**src/rtl/counter_button_ctrl.sv**
```systemverilog
// ============================================================================
//  Module      : counter_button_ctrl
//  Description : Push-button front-end for the 4-bit up/down counter.
//                Synchronises, debounces and auto-repeats three buttons.
//  Revision    : 1.0  initial release
// ============================================================================
`default_nettype none

module counter_button_ctrl #(
    parameter int DEBOUNCE_CYCLES = 16,
    parameter int REPEAT_DELAY    = 64,
    parameter int REPEAT_PERIOD   = 16,
    parameter int VALUE_W         = 4
) (
    input  logic               clk,
    input  logic               reset,
    input  logic               btn_up,
    input  logic               btn_down,
    input  logic               btn_load,
    input  logic [VALUE_W-1:0] load_value,
    output logic               enable,
    output logic               up_down,
    output logic               set,
    output logic [VALUE_W-1:0] set_value
);

    localparam int c_DW   = $clog2(DEBOUNCE_CYCLES + 1);
    localparam int c_TMAX = (REPEAT_DELAY > REPEAT_PERIOD) ? REPEAT_DELAY : REPEAT_PERIOD;
    localparam int c_TW   = $clog2(c_TMAX + 1);

    localparam logic [c_DW-1:0] c_DB_LAST = c_DW'(DEBOUNCE_CYCLES - 1);
    localparam logic [c_DW-1:0] c_DB_ONE  = c_DW'(1);
    localparam logic [c_TW-1:0] c_DELAY   = c_TW'(REPEAT_DELAY);
    localparam logic [c_TW-1:0] c_PERIOD  = c_TW'(REPEAT_PERIOD);
    localparam logic [c_TW-1:0] c_T_ONE   = c_TW'(1);

    typedef enum logic [1:0] {
        S_IDLE   = 2'd0,
        S_HOLD   = 2'd1,
        S_REPEAT = 2'd2,
        S_LOCK   = 2'd3
    } state_t;

    // Bit order everywhere: 0 = up, 1 = down, 2 = load
    logic [2:0] w_raw;
    logic [2:0] r_sync1;
    logic [2:0] r_sync2;
    logic [2:0] w_deb;
    logic [2:0] r_deb_q;
    logic [2:0] w_rise;

    assign w_raw = {btn_load, btn_down, btn_up};

    always_ff @(posedge clk or posedge reset) begin
        if (reset) begin
            r_sync1 <= '0;
            r_sync2 <= '0;
            r_deb_q <= '0;
        end else begin
            r_sync1 <= w_raw;
            r_sync2 <= r_sync1;
            r_deb_q <= w_deb;
        end
    end

    generate
        for (genvar i = 0; i < 3; i++) begin : g_debounce
            logic [c_DW-1:0] r_cnt;
            logic            r_state;

            // Flip only after DEBOUNCE_CYCLES consecutive disagreeing samples
            always_ff @(posedge clk or posedge reset) begin
                if (reset) begin
                    r_cnt   <= '0;
                    r_state <= 1'b0;
                end else if (r_sync2[i] == r_state) begin
                    r_cnt <= '0;
                end else if (r_cnt == c_DB_LAST) begin
                    r_cnt   <= '0;
                    r_state <= r_sync2[i];
                end else begin
                    r_cnt <= r_cnt + c_DB_ONE;
                end
            end

            assign w_deb[i] = r_state;
        end
    endgenerate

    assign w_rise = w_deb & ~r_deb_q;

    state_t          r_state;
    logic [c_TW-1:0] r_timer;
    logic            w_held;
    logic            w_other;

    // up_down always names the direction currently being held
    assign w_held  = up_down ? w_deb[0] : w_deb[1];
    assign w_other = up_down ? w_deb[1] : w_deb[0];

    always_ff @(posedge clk or posedge reset) begin
        if (reset) begin
            r_state   <= S_IDLE;
            r_timer   <= '0;
            enable    <= 1'b0;
            up_down   <= 1'b1;
            set       <= 1'b0;
            set_value <= '0;
        end else begin
            enable <= 1'b0;
            set    <= 1'b0;
            case (r_state)
                S_IDLE: begin
                    if (w_rise[2]) begin
                        set       <= 1'b1;
                        set_value <= load_value;
                    end else if (w_rise[0] && w_rise[1]) begin
                        r_state <= S_LOCK;
                    end else if (w_rise[0] && !w_deb[1]) begin
                        enable  <= 1'b1;
                        up_down <= 1'b1;
                        r_timer <= c_DELAY;
                        r_state <= S_HOLD;
                    end else if (w_rise[1] && !w_deb[0]) begin
                        enable  <= 1'b1;
                        up_down <= 1'b0;
                        r_timer <= c_DELAY;
                        r_state <= S_HOLD;
                    end else if (w_rise[0] || w_rise[1]) begin
                        r_state <= S_LOCK;
                    end
                end
                S_HOLD, S_REPEAT: begin
                    if (w_rise[2]) begin
                        set       <= 1'b1;
                        set_value <= load_value;
                        r_state   <= S_LOCK;
                    end else if (w_other) begin
                        r_state <= S_LOCK;
                    end else if (!w_held) begin
                        r_state <= S_IDLE;
                    end else if (r_timer <= c_T_ONE) begin
                        enable  <= 1'b1;
                        r_timer <= c_PERIOD;
                        r_state <= S_REPEAT;
                    end else begin
                        r_timer <= r_timer - c_T_ONE;
                    end
                end
                S_LOCK: begin
                    if (!w_deb[0] && !w_deb[1]) begin
                        r_state <= S_IDLE;
                    end
                end
                default: r_state <= S_IDLE;
            endcase
        end
    end

endmodule

`default_nettype wire

```
**config.mk**
```make
export PLATFORM = sky130hd
export DESIGN_NAME = counter_button_ctrl
export DESIGN_NICKNAME = d
export VERILOG_FILES = /design/src/rtl/counter_button_ctrl.sv
export SDC_FILE = /design/constraint.sdc
export NUM_CORES = 1
export LEC_CHECK = 0
export CAP_MARGIN = 20
export CELL_PAD_IN_SITES_DETAIL_PLACEMENT = 0
export CELL_PAD_IN_SITES_GLOBAL_PLACEMENT = 2
export CORE_ASPECT_RATIO = 0.6
export CORE_MARGIN = 5
export CORE_UTILIZATION = 39
export DETAILED_ROUTE_END_ITERATION = 6
export GPL_ROUTABILITY_DRIVEN = 0
export GPL_TIMING_DRIVEN = 0
export PLACE_DENSITY_LB_ADDON = 0.1
export SLEW_MARGIN = 20
export SYNTH_ARGS = -nofsm -noshare
export SYNTH_HDL_FRONTEND = slang
export SYNTH_SLANG_ARGS = --single-unit
```
**constraint.sdc**
```tcl
create_clock -name clk -period 3.1 [get_ports clk]
set_clock_uncertainty 0.2 [all_clocks]
set_input_delay 0.31 -clock clk [delete_from_list [all_inputs] [get_ports clk]]
set_output_delay 0.31 -clock clk [all_outputs]
set_load 0.005 [all_outputs]
```
* Word level (Yosys, flattened, before mapping)
Cells that the tools add are included.
** Word-level totals
- Word-level logic and storage cells :: 105
- Bits in writable memories :: 0
- Register bits after elaboration :: 43
- Memories kept :: 0
- Output and inout port bits :: 7
- Latch bits :: 0
- Memory bits (read-only) :: 0
** Cells by class
- Divide/modulo/power cells :: 0
- Reductions and logical operators :: 19
- Shift operators :: 0
- Multiplexer cells :: 41
- Add/sub/neg operators :: 4
- Multipliers :: 0
- Equal/unequal tests :: 18
- Order comparisons :: 1
- Bitwise operators :: 7
** Operators with widths (number)
- 7-bit 2-to-1 mux :: 8
- 5-bit 2-to-1 mux :: 6
- 2-bit 2-to-1 mux :: 10
- 5-bit by 1-bit adder with 5-bit output (second input constant) :: 3
- 5-bit by 4-bit equality test with 1-bit output (second input constant) :: 3
- 1-bit 2-to-1 mux :: 14
- 7-bit case mux with 2 select lines :: 1
- 2-bit != test (second input constant) :: 6
- 5-bit != test (second input constant) :: 2
- 2-bit AND reduction :: 4
- 4-bit AND reduction :: 2
- 7-bit by 1-bit less-or-equal comparator with 1-bit output (second input constant) :: 1
- 7-bit AND reduction :: 1
- 7-bit by 1-bit subtractor with 7-bit output (second input constant) :: 1
- 2-bit case mux with 3 select lines :: 1
- 1-bit NOT :: 5
- 2-bit equality test (second input constant) :: 2
- 1-bit logical AND :: 4
- 2-bit nonzero test :: 2
- 3-bit bitwise AND :: 1
- 1-bit equality test :: 3
- 3-bit != test (second input constant) :: 1
- 3-bit NOT :: 1
- 3-bit OR reduction :: 1
- 6 further kinds :: 7

* Longest topological paths before layout
- Depth in word-level cells :: 9
- Depth in mapped cells :: 8

* Least setup slack after synthesis
Ideal clock, no wire load.
- Path kind :: register to register
- From :: reg r_state[0]
- To :: reg r_timer[0]
- Data arrival time :: 1.979 ns
- Stages on the path, launching flop included :: 9
- Setup time :: 0.125 ns
- Setup slack :: 0.796 ns
- Clock period less this slack :: 2.304 ns
- Cells stage by stage :: dfrtp_1 > inv_1 > ha_1 > clkbuf_1 > or3b_1 > clkbuf_1 > and2_1 > buf_6 > mux2_4
** On the way
- Word-level cells in the longest chain between the ends :: 4
- Elaborated cells between the ends (all ways) :: 13
- Classes of those cells :: eq/ne: 8; mux: 1; reduce/logical: 4
** RTL lines
- from (decl) :: RTL line 92 : state_t r_state;
- from (signal assigned) :: RTL line 103 : r_state <= S_IDLE;
- from (signal assigned) :: RTL line 118 : r_state <= S_LOCK;
- from (signal assigned) :: RTL line 123 : r_state <= S_HOLD;
- 2-bit by 1-bit equality test with 1-bit output or 2-bit equality test (tied branches) :: RTL line 112 : case (r_state)
- 2-bit OR reduction :: RTL line 112
- 2-bit != test (no source line) or 2-bit nonzero test (tied branches)
- 7-bit AND reduction (no source line)
- to (signal assigned) :: RTL line 122 : r_timer <= c_DELAY;
- to (signal assigned) :: RTL line 127 : r_timer <= c_DELAY;
- to (signal assigned) :: RTL line 144 : r_timer <= c_PERIOD;
- to (decl) :: RTL line 93 : logic [c_TW-1:0] r_timer;
Several ways; a longest one is shown, not always the timed one.
A chain may end at the register's enable or synchronous reset.

* Worst setup path in the final report
Ends and elaborated chain as after synthesis.

==> impl_metrics.py <==
metrics = {
    "synthesis": {
        "synth-async-reset-ratio_pct": 100,
        "post_synth_num_cell_types": 42,
        "post_synth_instance_area_sq_um": 2030,
        "area_share_of_the_largest_cell_type_after_synthesis_pct": 51.8,
        "synth_top_cell_by_area": "sky130_fd_sc_hd__dfrtp_1",
        "synthTopCellsByArea": "sky130_fd_sc_hd__dfrtp_1 52%, sky130_fd_sc_hd__ha_1 5.6%, sky130_fd_sc_hd__mux2_2 4.4%",
        "number_of_instances_in_the_synthesized_netlist": 171,
        "most_instantiated_cells_after_synthesis": "42 x sky130_fd_sc_hd__dfrtp_1, 18 x sky130_fd_sc_hd__nor2_1, 9 x sky130_fd_sc_hd__ha_1, 9 x sky130_fd_sc_hd__inv_1, 9 x sky130_fd_sc_hd__xor2_1",
        "synthFlopType": "sky130_fd_sc_hd__dfrtp_1",
        "seq_area_frac_synth_pct": 53.1,
        "yosysWarningCount": 0,
        "synth_enable_flop_cells": 0,
        "synth-seq-cells": 43,
        "yosysMostFrequentCell": "sky130_fd_sc_hd__dfrtp_1",
        "syn-mean-instance-area_sq_um": 11.9,
        "synth_fp_nets": 189,
    },
    "setup_path": {
        "timing.critical_path.cells": "inv_1 > ha_1 > clkbuf_1 > nor2_1 > a311oi_4 > and2_1 > buf_6 > mux2_4",
        "cp_top_family": "buffers and inverters",
        "worst_path_largest_cell_delay_ns": 0.45,
        "path_class": "reg2reg",
        "cp_max_fo": 10,
        "startpoint_type": "register",
        "critical_path_buf_inv_count": 3,
        "worst_ep_arrival_time_ns": 2.58,
        "timing.critical_path.required_ns": 3.07,
        "setup.worst_path.end_class": "register",
        "slowest_cell_on_the_critical_path": "sky130_fd_sc_hd__a311oi_4",
    },
    "die": {
        "start_util_pct": 40.1,
        "die_height_microns": 65.9,
        "design.die.area_sq_um": 6790,
        "fp.coreArea_sq_um": 5050,
        "floorplan.rows": 20,
        "die_w_microns": 103,
        "num_io_pins": 16,
    },
    "clock_network": {
        "post_cts_hold_buffer_count": 0,
        "post_cts.resized_instances": 0,
        "ctsHtreeMaxLevel": 2,
        "cts.reportedPaths.clkPinSlew_ns": 0.08,
        "clock_sinks": 43,
        "cts_setup_buffers": 0,
        "cts_tree": "done",
        "clock_tree_buf_depth": 2,
        "clk-insertion-delay-late_ns": 0.28,
        "cts.root.buffer_cell": "sky130_fd_sc_hd__clkbuf_8",
        "tritoncts.num_buffers": 5,
    },
    "detailed_routing": {
        "routed_wirelength_microns": 3810,
        "avgRoutedWirePerCell_microns": 14.7,
        "detail_route.vias_per_cell": 5.00,
        "drtIter0Drc": 27,
        "antenna_left": 0,
        "drc": 0,
        "vias_post_dr": 1301,
        "firstDrtPassIters": 4,
    },
    "global_routing": {
        "grt_max_degree": 32,
        "antenna_found_initial": 0,
        "grt-ovfl-total": 0,
        "grt_use_total_pct": 12.6,
        "grt_pass1_vias": 1345,
        "grt_first_pass_wirelength_microns": 6550,
    },
    "placed_design": {
        "portBuffers": 15,
        "hpwl_microns": 2830,
        "dpl_worst_slack_ns": 0.512,
    },
    "power": {
        "vdd.ir_drop.worst_uv": 333,
        "leakage_power_nw": 1.14,
        "fin_total_pwr_w": 0.00176,
        "power.density_nw_per_um2": 743,
    },
    "sta": {
        "tns_setup_ns": 0,
        "worstMarginPinSlew_ns": 0.517,
        "relSlewSlack_pct": 65.3,
        "max_freq_mhz": 384,
        "finalWorstSetupSlack_ns": 0.494,
        "setup_repair_after_global_routing_missed_its_margin": "false",
        "report.final.setup_viol": 0,
        "hold_violation_total_from_the_final_report": 0,
        "drv_slew": 0,
        "period_share_pct": 84.1,
        "layout_min_cycle_time_ns": 2.61,
    },
    "cells_and_area": {
        "antenna_cells_inserted": 0,
        "drive_gt1_share_pct": 15.5,
        "layout-area-overhead-vs-synth_pct": 16.8,
        "number_of_nets_at_the_end_of_the_flow": 212,
    },
    "worst_hold_path": {
        "hp-class": "in2async",
    },
    "outcome": {
        "outcome": "completed",
    },
    "flow_run": {
        "timing.max_cap.violations": 0,
    },
}
logic make-up (layout without fill, tap and decap cells):
kind of cell | count (synthesis) | count (layout) | synth area share (%)
and+or+nand+nor | 58 | 58 | 16.0
DFF | 43 | 43 | 53.1
AOI/OAI and AO/OA | 25 | 25 | 10.4
buffers and inverters | 14 | 37 | 3.70
muxes | 13 | 13 | 7.40
adders and majority gates | 9 | 9 | 5.55
xor gates and xnor gates | 9 | 9 | 3.89
layer usage:
| metal | up-vias | share of wire (%) | track usage (%) |
|---|---|---|---|
| met5 | - | 0 | 0 |
| met4 | 0 | 0.55 | 2.58 |
| met3 | 4 | 3.4 | 4.21 |
| met2 | 10 | 42 | 17.9 |
| met1 | 646 | 54 | 18.6 |
| li1 | 641 | - | - |
power by group:
part / total, W / switching (W) / internal, W
Sequential: 0.000695 / 0.0000683 / 0.000627
Combinational: 0.000713 / 0.000375 / 0.000338
Clock: 0.000350 / 0.000176 / 0.000175
worst paths after layout:
check | from | endpoint | slack (ns) | depth (start not counted)
setup / recovery | r_state[0] | r_timer[0] | 0.49 | 8
hold / removal | reset | set_value[3] | 0.10 | 2
setup reg to reg | r_state[0] | r_timer[0] | 0.49 | 8
hold reg to reg | r_sync1[0] | r_sync2[0] | 0.16 | 0
max in group asynchronous | reset | up_down | 2.07 | 3
min in group clk | r_sync1[0] | r_sync2[0] | 0.16 | 0
worst register-to-register path: cells and delay by family (launching register included):
family	cells	cell delay, ns
compound gates	1	0.45
fa+ha+maj	1	0.28
buf+inv	3	0.54
flops	1	0.38
mux	1	0.30
simple gates	2	0.36
state kept, by name, summed over array words and instances, names as in the netlist:
| register | flops |
|---|---|
| enable | 1 |
| g_debounce.r_cnt | 15 |
| g_debounce.r_state | 3 |
| r_deb_q | 3 |
| r_state | 2 |
| r_sync1 | 3 |
| r_sync2 | 3 |
| r_timer | 7 |
| set | 1 |
| set_value | 4 |
| up_down | 1 |
cell type report:
cell class | instances | area (sq um)
plain buffers | 5 | 41.3
fillers | 463 | 2690
well taps | 66 | 82.6
clock inverters | 1 | 5.00
clock buffers | 6 | 82.6
inverters | 9 | 33.8
repair buffers | 16 | 170
flip-flops and latches | 43 | 1080
multi-input cells | 114 | 876
through the flow:
step                cells  utilization (%)  cell area (sq um)  hold slack, ns
finish                260             46.9               2370           0.102
global route          260             46.9               2370           0.127
CTS                   260             46.9               2370           0.109
detailed placement    253             45.1               2280           0.140
global placement      252             44.7               2260           0.141
floorplan             171                -               2030           0.131
cells in the final DEF, fill, tap and decap left out, types with 3 or more instances in the layout:
cell type and instances:
sky130_fd_sc_hd__nor2b_1 4, sky130_fd_sc_hd__mux2i_1 3, sky130_fd_sc_hd__mux2_2 8, sky130_fd_sc_hd__o211ai_1 4, sky130_fd_sc_hd__and2_1 5, sky130_fd_sc_hd__buf_6 3
sky130_fd_sc_hd__ha_1 9, sky130_fd_sc_hd__nor2_1 18, sky130_fd_sc_hd__o21ai_0 6, sky130_fd_sc_hd__xor2_1 9, sky130_fd_sc_hd__clkbuf_8 6, sky130_fd_sc_hd__nand3_1 8
sky130_fd_sc_hd__dfrtp_1 42, sky130_fd_sc_hd__clkdlybuf4s50_1 15, sky130_fd_sc_hd__and3_1 3, sky130_fd_sc_hd__nor3_1 4, sky130_fd_sc_hd__inv_1 8
Note: power is estimated with default switching activity, not from simulation.
